==> src/rtl/lo_adc_stream.sv <==
// lo_adc_stream: LF ADC front end to ARM SSP streamer.
// Divides pck0 into the ADC/antenna clock, samples adc_d once per ADC clock
// period, box-car averages 2^AVG_LOG2 samples and shifts each result out as a
// framed, zero-padded FRAME_W-bit word, MSB first.
// Optional feature macro: LO_ADC_STREAM_OVR_EN (sticky overrun flag plus
// in-band marking of the frame LSB after a dropped word).
module lo_adc_stream #(
   parameter int ADC_W    = 8,
   parameter int DIV_W    = 8,
   parameter int AVG_LOG2 = 0,
   parameter int FRAME_W  = 16
) (
   input  logic             pck0,
   input  logic             rst_n,
   input  logic [ADC_W-1:0] adc_d,
   input  logic [DIV_W-1:0] divisor,
   input  logic             lf_field,
   input  logic             ssp_dout,
   output logic             ssp_din,
   output logic             ssp_frame,
   output logic             ssp_clk,
   output logic             adc_clk,
   output logic             pwr_lo,
   output logic             pwr_hi,
   output logic             pwr_oe1,
   output logic             pwr_oe2,
   output logic             pwr_oe3,
   output logic             pwr_oe4,
   output logic             ovr_flag,
   output logic             debug
);

   localparam int ACC_W = ADC_W + AVG_LOG2;
   localparam int CNT_W = (AVG_LOG2 > 0) ? AVG_LOG2 : 1;
   localparam int BC_W  = (FRAME_W > 1) ? $clog2(FRAME_W) : 1;

   typedef enum logic {
      IDLE,
      SHIFT
   } state_e;

   // ---------------------------------------------------------------------
   // Clock divider
   // ---------------------------------------------------------------------
   logic [DIV_W-1:0] div_cnt_q, div_cnt_d;
   logic             clk_state_q, clk_state_d;
   logic             tick;
   logic             strobe;

   // Next divider state; >= lets a lowered divisor wrap at once instead of
   // running the counter out to 2^DIV_W.
   always_comb begin
      // NOTE: every output of a combinational block gets a value on every path
      // (here directly, below by defaults first) so no latch is inferred.
      tick        = (div_cnt_q >= divisor);
      strobe      = tick & clk_state_q;
      div_cnt_d   = tick ? '0 : div_cnt_q + DIV_W'(1);
      clk_state_d = clk_state_q ^ tick;
   end

   // Divider registers with synchronous reset.
   always_ff @(posedge pck0) begin
      // NOTE: sequential state uses non-blocking assignments only, so every
      // register samples the pre-edge value of every other register.
      if (!rst_n) begin
         div_cnt_q   <= '0;
         clk_state_q <= 1'b0;
      end else begin
         div_cnt_q   <= div_cnt_d;
         clk_state_q <= clk_state_d;
      end
   end

   // ---------------------------------------------------------------------
   // Box-car accumulator
   // ---------------------------------------------------------------------
   logic [ACC_W-1:0] acc_q;
   logic [CNT_W-1:0] acc_cnt_q;
   logic [ACC_W-1:0] sum;
   logic             last_sample;
   logic [ADC_W-1:0] word_q;
   logic             word_valid_q;

   // Running sum including the sample captured on this strobe.
   always_comb begin
      sum         = acc_q + ACC_W'(adc_d);
      last_sample = (acc_cnt_q == CNT_W'((1 << AVG_LOG2) - 1));
   end

   // Accumulate on each strobe; emit the truncated mean as a one-cycle word.
   always_ff @(posedge pck0) begin
      if (!rst_n) begin
         acc_q        <= '0;
         acc_cnt_q    <= '0;
         word_q       <= '0;
         word_valid_q <= 1'b0;
      end else begin
         word_valid_q <= 1'b0;
         if (strobe) begin
            if (last_sample) begin
               word_q       <= ADC_W'(sum >> AVG_LOG2);
               word_valid_q <= 1'b1;
               acc_q        <= '0;
               acc_cnt_q    <= '0;
            end else begin
               acc_q     <= sum;
               acc_cnt_q <= acc_cnt_q + CNT_W'(1);
            end
         end
      end
   end

   // ---------------------------------------------------------------------
   // Serializer
   // ---------------------------------------------------------------------
   state_e             state_q;
   logic [FRAME_W-1:0] sr_q;
   logic [BC_W-1:0]    bit_cnt_q;
   logic               frame_q;
   logic               bit_last;
   logic [BC_W-1:0]    lsb_pos;
   logic [FRAME_W-1:0] load_word;
   logic [FRAME_W-1:0] shift_word;

`ifdef LO_ADC_STREAM_OVR_EN
   logic ovr_q;
   logic drop;

   // A word arriving mid-frame cannot be queued; it is lost.
   assign drop = word_valid_q && (state_q == SHIFT) && !bit_last;
`endif

   // Frame contents to load and to shift; after an overrun the original
   // frame LSB (which sits at index bit_cnt+1 after the shift) is forced to 1.
   always_comb begin
      bit_last   = (bit_cnt_q == BC_W'(FRAME_W - 1));
      lsb_pos    = bit_cnt_q + BC_W'(1);
      load_word  = FRAME_W'(word_q) << (FRAME_W - ADC_W);
      shift_word = sr_q << 1;
`ifdef LO_ADC_STREAM_OVR_EN
      if (ovr_q) load_word[0] = 1'b1;
      if ((ovr_q || drop) && !bit_last) shift_word[lsb_pos] = 1'b1;
`endif
   end

   // Serializer FSM with registered frame marker and data bit.
   always_ff @(posedge pck0) begin
      if (!rst_n) begin
         state_q   <= IDLE;
         sr_q      <= '0;
         bit_cnt_q <= '0;
         frame_q   <= 1'b0;
`ifdef LO_ADC_STREAM_OVR_EN
         ovr_q     <= 1'b0;
`endif
      end else begin
         frame_q <= 1'b0;
         case (state_q)
            IDLE: begin
               if (word_valid_q) begin
                  sr_q      <= load_word;
                  bit_cnt_q <= '0;
                  frame_q   <= 1'b1;
                  state_q   <= SHIFT;
               end
            end
            SHIFT: begin
               if (bit_last) begin
                  bit_cnt_q <= '0;
                  if (word_valid_q) begin
                     sr_q    <= load_word;
                     frame_q <= 1'b1;
                  end else begin
                     sr_q    <= '0;
                     state_q <= IDLE;
                  end
               end else begin
                  sr_q      <= shift_word;
                  bit_cnt_q <= bit_cnt_q + BC_W'(1);
               end
            end
            default: state_q <= IDLE;
         endcase
`ifdef LO_ADC_STREAM_OVR_EN
         if (drop) ovr_q <= 1'b1;
`endif
      end
   end

   // ---------------------------------------------------------------------
   // Outputs
   // ---------------------------------------------------------------------
   assign ssp_din   = sr_q[FRAME_W-1];
   assign ssp_frame = frame_q;
   assign ssp_clk   = pck0;
   assign adc_clk   = ~clk_state_q;
   assign debug     = adc_clk;
   assign pwr_lo    = ~ssp_dout & lf_field & clk_state_q;
   assign pwr_oe3   = ssp_dout & ~lf_field;
   assign pwr_hi    = 1'b0;
   assign pwr_oe1   = 1'b0;
   assign pwr_oe2   = 1'b0;
   assign pwr_oe4   = 1'b0;
`ifdef LO_ADC_STREAM_OVR_EN
   assign ovr_flag  = ovr_q;
`else
   assign ovr_flag  = 1'b0;
`endif

endmodule

==> config.mk <==
export PLATFORM = sky130hd
export DESIGN_NAME = lo_adc_stream
export DESIGN_NICKNAME = d
export VERILOG_FILES = /design/src/rtl/lo_adc_stream.sv
export SDC_FILE = /design/constraint.sdc
export NUM_CORES = 1
export LEC_CHECK = 0
export BUFFER_PORTS_ARGS = -buffer_cell sky130_fd_sc_hd__buf_4
export CORE_UTILIZATION = 32
export DETAILED_ROUTE_END_ITERATION = 10
export HOLD_SLACK_MARGIN = 0.02
export SYNTH_ARGS = -nofsm -noshare
export SYNTH_HDL_FRONTEND = slang
export SYNTH_SLANG_ARGS = --single-unit
==> constraint.sdc <==
create_clock -name pck0 -period 4.1 [get_ports pck0]
set_input_delay 0.41 -clock pck0 [delete_from_list [all_inputs] [get_ports pck0]]
set_output_delay 0.41 -clock pck0 [all_outputs]
set_load 0.02 [all_outputs]
==> results of run 1 <==
critical path, delay by kind of cell:
kind,cells,cell delay (ns)
buf+inv,3,0.37
cells by family (layout without fill, tap and decap cells):
logic type	count (synthesis)	after routing	synth area share
simple gates	53	53	0.193
flops	32	32	0.416
compound gates	23	23	0.132
buf+inv	23	48	0.0755
fa+ha+maj	11	11	0.0894
mux	9	9	0.0585
xor+xnor	6	6	0.0341
other cells	1	5	0.00243
layout make-up:
type	instances	area (sq um)
Clock buffer	10	121
Clock inverter	2	35.0
Timing Repair Buffer	25	188
Tap cell	52	65.1
Fill cell	456	2580
Sequential cell	32	641
Multi-Input combinational cell	107	798
Inverter	11	41.3
final timing paths:
kind,endpoint
max,ssp_clk
min,word_q[6]$_SDFFE_PN0P_
max reg2reg,word_q[3]$_SDFFE_PN0P_
min reg2reg,div_cnt_q[0]$_SDFF_PP0_
per-layer routing:
metal,global-route usage,routed length [um]
met3,0.0478,128
met4,0.0689,27
met1,0.126,1200
met5,0,0
met2,0.189,1240
registers in the layout, summed over array words and instances, names as in the netlist:
register / cells
word_q: 8
bit_cnt_q: 4
sr_q: 8
div_cnt_q: 8
word_valid_q: 1
state_q: 1
clk_state_q: 1
ssp_frame: 1
power by group:
group	switching [mW]	total (mW)	internal [mW]	leakage, nW
Sequential	0.00428	0.318	0.314	0.258
Clock	0.141	0.396	0.254	0.0815
Combinational	0.0241	0.0516	0.0275	0.462
Total	0.170	0.765	0.596	0.801
metrics by stage:
step,cell area (sq um),instances,worst slack (ns)
finish,1890,239,1.27
global route,1890,239,1.27
CTS,1890,239,1.27
detailed placement,1740,228,1.51
global placement,1740,228,1.51
floorplan,1560,162,1.51
placed cells by master, fill, tap and decap left out:
master | Yosys | routed
sky130_fd_sc_hd__dfxtp_1 | 32 | 32
sky130_fd_sc_hd__buf_4 | 7 | 26
sky130_fd_sc_hd__nor2b_1 | 19 | 19
sky130_fd_sc_hd__inv_1 | 11 | 11
sky130_fd_sc_hd__ha_1 | 11 | 11
sky130_fd_sc_hd__nor2_1 | 10 | 10
sky130_fd_sc_hd__mux2i_1 | 9 | 9
sky130_fd_sc_hd__nand3_1 | 8 | 8
sky130_fd_sc_hd__clkbuf_8 | 0 | 8
sky130_fd_sc_hd__a222oi_1 | 7 | 7
sky130_fd_sc_hd__and2_1 | 6 | 6
sky130_fd_sc_hd__xor2_1 | 5 | 5
sky130_fd_sc_hd__conb_1 | 1 | 5
sky130_fd_sc_hd__a21oi_1 | 4 | 4
sky130_fd_sc_hd__nand2_1 | 3 | 3
sky130_fd_sc_hd__o21ai_0 | 3 | 3
sky130_fd_sc_hd__o21a_1 | 2 | 2
sky130_fd_sc_hd__and3_1 | 2 | 2
sky130_fd_sc_hd__nor3b_1 | 2 | 2
sky130_fd_sc_hd__or3_1 | 1 | 1
sky130_fd_sc_hd__nand2b_1 | 1 | 1
sky130_fd_sc_hd__or4_4 | 1 | 1
sky130_fd_sc_hd__a21oi_4 | 1 | 1
sky130_fd_sc_hd__a21o_1 | 1 | 1
sky130_fd_sc_hd__o31ai_1 | 1 | 1
sky130_fd_sc_hd__o311ai_4 | 1 | 1
sky130_fd_sc_hd__xnor2_1 | 1 | 1
sky130_fd_sc_hd__a41oi_1 | 1 | 1
sky130_fd_sc_hd__a21boi_1 | 1 | 1
sky130_fd_sc_hd__o32ai_1 | 1 | 1
sky130_fd_sc_hd__bufinv_16 | 0 | 1
sky130_fd_sc_hd__clkinv_2 | 0 | 1
sky130_fd_sc_hd__clkbuf_1 | 2 | 1
==> impl_metrics.sql, run 1 <==
INSERT INTO impl_metrics (metric_group, metric, value, unit) VALUES
('run_status', 'outcome', 'complete, no violations', ''),
('critical_path', 'worst-r2r-cell-count', '7', ''),
('finish', 'share_of_the_core_filled_with_cells', '0.422', ''),
('routing', 'final_antenna_net_count', '0', ''),
('synth', 'netlist_instances', '158', ''),
('die', 'coreArea', '4470', 'sq um'),
('global_routing', 'via_count_of_the_first_global_routing_pass', '1092', ''),
('die', 'starting_utilization_of_the_core_area', '0.344', ''),
('flow_run', 'max_cap_violations', '0', ''),
('global_routing', 'groute.usage.overall', '0.116', ''),
('power_and_ir_drop', 'power.static_leakage', '0.801', 'nW'),
('synth', 'synth.distinct_cells', '31', ''),
('routing', 'wl', '2.60', 'mm'),
('critical_path', 'end_kind', 'output port', ''),
('synth', 'ys_async_sr_fraction', '0', ''),
('routing', 'vias', '1122', ''),
('finish', 'layout-drive-gt1-share', '0.209', ''),
('power_and_ir_drop', 'ir_worst_vdd', '0.259', 'mV'),
('synth', 'yosysMostFrequentCell', 'sky130_fd_sc_hd__dfxtp_1', ''),
('finish', 'diode_count', '0', ''),
('synth', 'synth_top_cell_area_share', '0.416', ''),
('cts', 'clk_transition_reported_paths', '0.07', 'ns'),
('cts', 'worst_skew_pair.late_latency', '0.38', 'ns'),
('critical_path', 'crit_chain', 'clkbuf_8, clkbuf_8, buf_4', ''),
('cts', 'holdBufCountCts', '0', ''),
('synth', 'ys_ff_latch', '32', ''),
('timing', 'setup-tns-final', '0', 'ns'),
('placed_design', 'detailed_place_hpwl', '1.83', 'mm'),
('timing', 'hold_slack', '0.283', 'ns'),
('critical_path', 'critical-path-max-stage-delay', '0.14', 'ns'),
('cts', 'tritoncts_clock_tree', 'built', ''),
('min_path', 'worst_hold_startpoint', 'adc_d[6]', ''),
('routing', 'detailedRoute.firstPassIterationCount', '4', ''),
('critical_path', 'critPathKind', 'clk -> out', ''),
('synth', 'netlist.top_cell.by_area', 'sky130_fd_sc_hd__dfxtp_1', ''),
('critical_path', 'worst_r2r_startpoint', 'div_cnt_q[2]$_SDFF_PP0_', ''),
('timing', 'final-max-slew-violation-count', '0', ''),
('critical_path', 'cp_slowest_cell', 'sky130_fd_sc_hd__buf_4', ''),
('routing', 'detail_route.iter0.violations', '62', ''),
('power_and_ir_drop', 'total_power', '0.765', 'mW'),
('synth', 'synth.avg_cell_area', '9.75', 'sq um'),
('die', 'die_width', '71.4', 'um'),
('min_path', 'class_of_the_worst_hold_path', 'in -> reg', ''),
('cts', 'postCtsSetupBuffers', '0', ''),
('synth', 'seq_area_frac_synth', '0.416', ''),
('placed_design', 'place_congestion', '0.733', ''),
('min_path', 'whs_path_depth', '3', ''),
('timing', 'worst_slew_pin_slew', '0.600', 'ns'),
('critical_path', 'critPathArrivalTime', '2.42', 'ns'),
('synth', 'synthFlopType', 'sky130_fd_sc_hd__dfxtp_1', ''),
('finish', 'design.final.nets', '217', ''),
('global_routing', 'overflow', '0', ''),
('die', 'die_y', '71.4', 'um'),
('synth', 'leading_cell_types_by_total_area_after_synthesis', 'sky130_fd_sc_hd__dfxtp_1 (42%), sky130_fd_sc_hd__ha_1 (8.9%), sky130_fd_sc_hd__nor2b_1 (7.7%)', ''),
('synth', 'synth-edff-count', '0', ''),
('global_routing', 'grt_first_pass_wirelength', '4.47', 'mm'),
('global_routing', 'antenna_found_initial', '0', ''),
('critical_path', 'timing.reg2reg.setup_slack', '1.93', 'ns'),
('critical_path', 'cp-startpoint', 'pck0', ''),
('die', 'placement_rows', '24', ''),
('routing', 'viasPerCell', '4.69', ''),
('critical_path', 'worstPathRequired', '3.69', 'ns'),
('routing', 'drc_errors_left', '0', ''),
('synth', 'synth.cell_area', '1540', 'sq um'),
('timing', 'slew_headroom', '0.599', ''),
('timing', 'timing.final.hold_violations', '0', ''),
('critical_path', 'critical_path_peak_fanout', '2', ''),
('timing', 'grt_setup_unrepaired', 'no', ''),
('timing', 'finalClockSkew', '0.00638', 'ns'),
('die', 'floorplan.die_area', '5090', 'sq um'),
('synth', 'ys_warn_count', '0', ''),
('placed_design', 'place.port_buffers', '26', ''),
('critical_path', 'setup.worst_path.start_class', 'clock port', ''),
('cts', 'cts.repair.resized', '0', ''),
('synth', 'synth_common_cells', 'sky130_fd_sc_hd__dfxtp_1 (32), sky130_fd_sc_hd__nor2b_1 (19), sky130_fd_sc_hd__ha_1 (11), sky130_fd_sc_hd__inv_1 (11), sky130_fd_sc_hd__nor2_1 (10)', ''),
('critical_path', 'cpMostUsedCell', 'sky130_fd_sc_hd__clkbuf_8', ''),
('power_and_ir_drop', 'power_per_cell_area', '405', 'nW/um^2'),
('finish', 'areaGrowthSynthToFinish', '22.7', '%'),
('timing', 'setup_violations', '0', ''),
('die', 'io_pins', '32', ''),
('global_routing', 'grt_max_degree', '26', ''),
('routing', 'routedWlPerCell', '10.9', 'um');
Note: power is estimated with default switching activity, not from simulation.
==> run 2: changes to the inputs <==
==> constraint.sdc (replaced) <==
create_clock -name pck0 -period 2.6 [get_ports pck0]
set_input_delay 0.26 -clock pck0 [delete_from_list [all_inputs] [get_ports pck0]]
set_output_delay 0.26 -clock pck0 [all_outputs]
set_load 0.02 [all_outputs]
==> run 2 against run 1 <==
Clock power up 62%. Non-clock buffer count unchanged. Register-to-register slack worse by 1.6 ns. Clock skew down 0.0019 ns. Largest cell class unchanged. Clock-buffer cell count down 1. Critical path depth up 4.
==> impl_metrics.sql, run 2 (synthesis results as in run 1) <==
INSERT INTO impl_metrics (metric_group, metric, value, unit) VALUES
('timing', 'setup_violations', '0', ''),
('critical_path', 'worstPathRequired', '2.88', 'ns'),
('routing', 'detail_route.iter0.violations', '41', ''),
('finish', 'diode_count', '0', ''),
('die', 'io_pins', '32', ''),
('finish', 'layoutNonFillerInstCount', '239', ''),
('die', 'starting_utilization_of_the_core_area', '0.344', ''),
('global_routing', 'groute.usage.overall', '0.128', ''),
('timing', 'timing.final.hold_violations', '0', ''),
('placed_design', 'detailed_place_hpwl', '1.88', 'mm'),
('finish', 'layout.cells.most_common_list', 'sky130_fd_sc_hd__dfxtp_1 (32), sky130_fd_sc_hd__buf_4 (26), sky130_fd_sc_hd__nor2b_1 (19), sky130_fd_sc_hd__inv_1 (11), sky130_fd_sc_hd__ha_1 (11)', ''),
('critical_path', 'setup.worst_path.start_class', 'register', ''),
('finish', 'layout-drive-gt1-share', '0.214', ''),
('power_and_ir_drop', 'power.static_leakage', '0.800', 'nW'),
('die', 'die_width', '71.4', 'um'),
('placed_design', 'place_congestion', '0.736', ''),
('cts', 'worst_skew_pair.late_latency', '0.39', 'ns'),
('cts', 'tritoncts_clock_tree', 'built', ''),
('critical_path', 'crit_family', 'adder cells', ''),
('power_and_ir_drop', 'power_per_cell_area', '648', 'nW/um^2'),
('die', 'coreArea', '4470', 'sq um'),
('timing', 'setup-tns-final', '0', 'ns'),
('routing', 'detailedRoute.firstPassIterationCount', '4', ''),
('routing', 'viasPerCell', '4.67', ''),
('timing', 'period_share', '0.855', ''),
('placed_design', 'place_ws', '0.369', 'ns'),
('routing', 'vias', '1115', ''),
('routing', 'final_antenna_net_count', '0', ''),
('critical_path', 'cp_slowest_cell', 'sky130_fd_sc_hd__dfxtp_1', ''),
('finish', 'filler_cell_count', '410', ''),
('power_and_ir_drop', 'ir_worst_vdd', '0.332', 'mV'),
('routing', 'routedWlPerCell', '11.5', 'um'),
('global_routing', 'via_count_of_the_first_global_routing_pass', '1107', ''),
('global_routing', 'antenna_found_initial', '0', ''),
('power_and_ir_drop', 'seq_power_share', '0.409', ''),
('power_and_ir_drop', 'switching_share', '0.234', ''),
('cts', 'holdBufCountCts', '0', ''),
('cts', 'cts.repair.resized', '0', ''),
('finish', 'share_of_the_core_filled_with_cells', '0.423', ''),
('critical_path', 'cpMostUsedCell', 'sky130_fd_sc_hd__ha_1', ''),
('power_and_ir_drop', 'p_clk_frac', '0.524', ''),
('flow_run', 'max_cap_violations', '0', ''),
('timing', 'layout_setup_ws', '0.376', 'ns'),
('die', 'die_y', '71.4', 'um'),
('cts', 'postCtsSetupBuffers', '0', ''),
('critical_path', 'crit_chain', 'ha_1, or3_1, a21oi_1, o31ai_1, ha_1, mux2i_1, nor2b_1', ''),
('timing', 'hold_slack', '0.125', 'ns'),
('global_routing', 'grt_first_pass_wirelength', '4.83', 'mm'),
('routing', 'wl', '2.76', 'mm'),
('timing', 'period_minus_slack', '2.22', 'ns'),
('die', 'placement_rows', '24', ''),
('routing', 'drc_errors_left', '0', ''),
('finish', 'design.final.nets', '217', ''),
('critical_path', 'timing.critical_path.buf_inv', '0', ''),
('timing', 'worst_slew_pin_slew', '0.664', 'ns'),
('power_and_ir_drop', 'comb_power_share', '0.068', ''),
('placed_design', 'placed_cells', '228', ''),
('timing', 'grt_setup_unrepaired', 'no', ''),
('timing', 'final-max-slew-violation-count', '0', ''),
('cts', 'clk_transition_reported_paths', '0.07', 'ns'),
('critical_path', 'critPathArrivalTime', '2.51', 'ns'),
('finish', 'areaGrowthSynthToFinish', '22.9', '%'),
('min_path', 'class_of_the_worst_hold_path', 'in -> reg', ''),
('placed_design', 'place.port_buffers', '26', ''),
('global_routing', 'grt_max_degree', '26', ''),
('critical_path', 'end_kind', 'register', ''),
('critical_path', 'critPathKind', 'reg -> reg', ''),
('critical_path', 'critical-path-max-stage-delay', '0.41', 'ns'),
('run_status', 'outcome', 'complete, no violations', ''),
('die', 'floorplan.die_area', '5090', 'sq um'),
('timing', 'max_clock_freq', '450', 'MHz'),
('critical_path', 'critical_path_peak_fanout', '9', ''),
('finish', 'mostFrequentLayoutCell', 'sky130_fd_sc_hd__dfxtp_1', ''),
('global_routing', 'overflow', '0', ''),
('finish', 'reg_top3', 'div_cnt_q (8), sr_q (8), word_q (8)', ''),
('power_and_ir_drop', 'internal_power', '0.939', 'mW'),
('power_and_ir_drop', 'power_switching', '0.287', 'mW'),
('timing', 'slew_headroom', '0.557', ''),
('timing', 'finalClockSkew', '0.00445', 'ns');
-- run 2: final cells by class --
type	instances	area [sq um]	area share
clock buffer	9	118	0.0621
clock inverter	3	42.5	0.0225
inverter	11	41.3	0.0218
multi-input combinational	107	798	0.422
sequential	32	641	0.338
tap	52	65.1	0.0344
timing repair buffer	25	188	0.0991
-- run 2: final timing paths --
| path | slack [ns] | end | cells past startpoint | from |
|---|---|---|---|---|
| worst max-delay path | 0.38 | word_q[3]$_SDFFE_PN0P_ | 7 | div_cnt_q[2]$_SDFF_PP0_ |
| worst min-delay path | 0.13 | word_q[5]$_SDFFE_PN0P_ | 3 | adc_d[5] |
| worst max register to register | 0.38 | word_q[3]$_SDFFE_PN0P_ | 7 | div_cnt_q[2]$_SDFF_PP0_ |
| worst min register to register | 0.50 | div_cnt_q[0]$_SDFF_PP0_ | 1 | div_cnt_q[0]$_SDFF_PP0_ |
-- run 2: worst reg2reg max path, stage by stage (launching register included) --
cell and delay [ns]:
sky130_fd_sc_hd__dfxtp_1 0.41, sky130_fd_sc_hd__ha_1 0.26, sky130_fd_sc_hd__or3_1 0.34, sky130_fd_sc_hd__a21oi_1 0.30, sky130_fd_sc_hd__o31ai_1 0.14, sky130_fd_sc_hd__ha_1 0.40, sky130_fd_sc_hd__mux2i_1 0.22, sky130_fd_sc_hd__nor2b_1 0.06
-- run 2: metal layers --
metal | GRT usage | wire (um) | vias up
met3 | 0.0591 | 103 | 2
met2 | 0.199 | 1340 | 23
met5 | 0 | 0 | -
met4 | 0.0689 | 23 | 0
met1 | 0.146 | 1290 | 500
li1 | - | - | 590
-- run 2: through the flow --
stage	power, mW	cell area (sq um)
after detailed placement	0.641	1740
after CTS	1.25	1890
after global routing	1.28	1890
final	1.23	1890
after global placement	0.640	1740
after floorplan	0.613	1560
-- run 2: power by group through the flow --
| stage | Clock, mW | Combinational (mW) | Sequential (mW) |
|---|---|---|---|
| CTS | 0.660 | 0.0841 | 0.501 |
| detailed placement | 0.0449 | 0.0836 | 0.512 |
| global route | 0.689 | 0.0920 | 0.501 |
| floorplan | 0.0449 | 0.0578 | 0.510 |
| global placement | 0.0449 | 0.0836 | 0.512 |
| finish | 0.642 | 0.0829 | 0.501 |
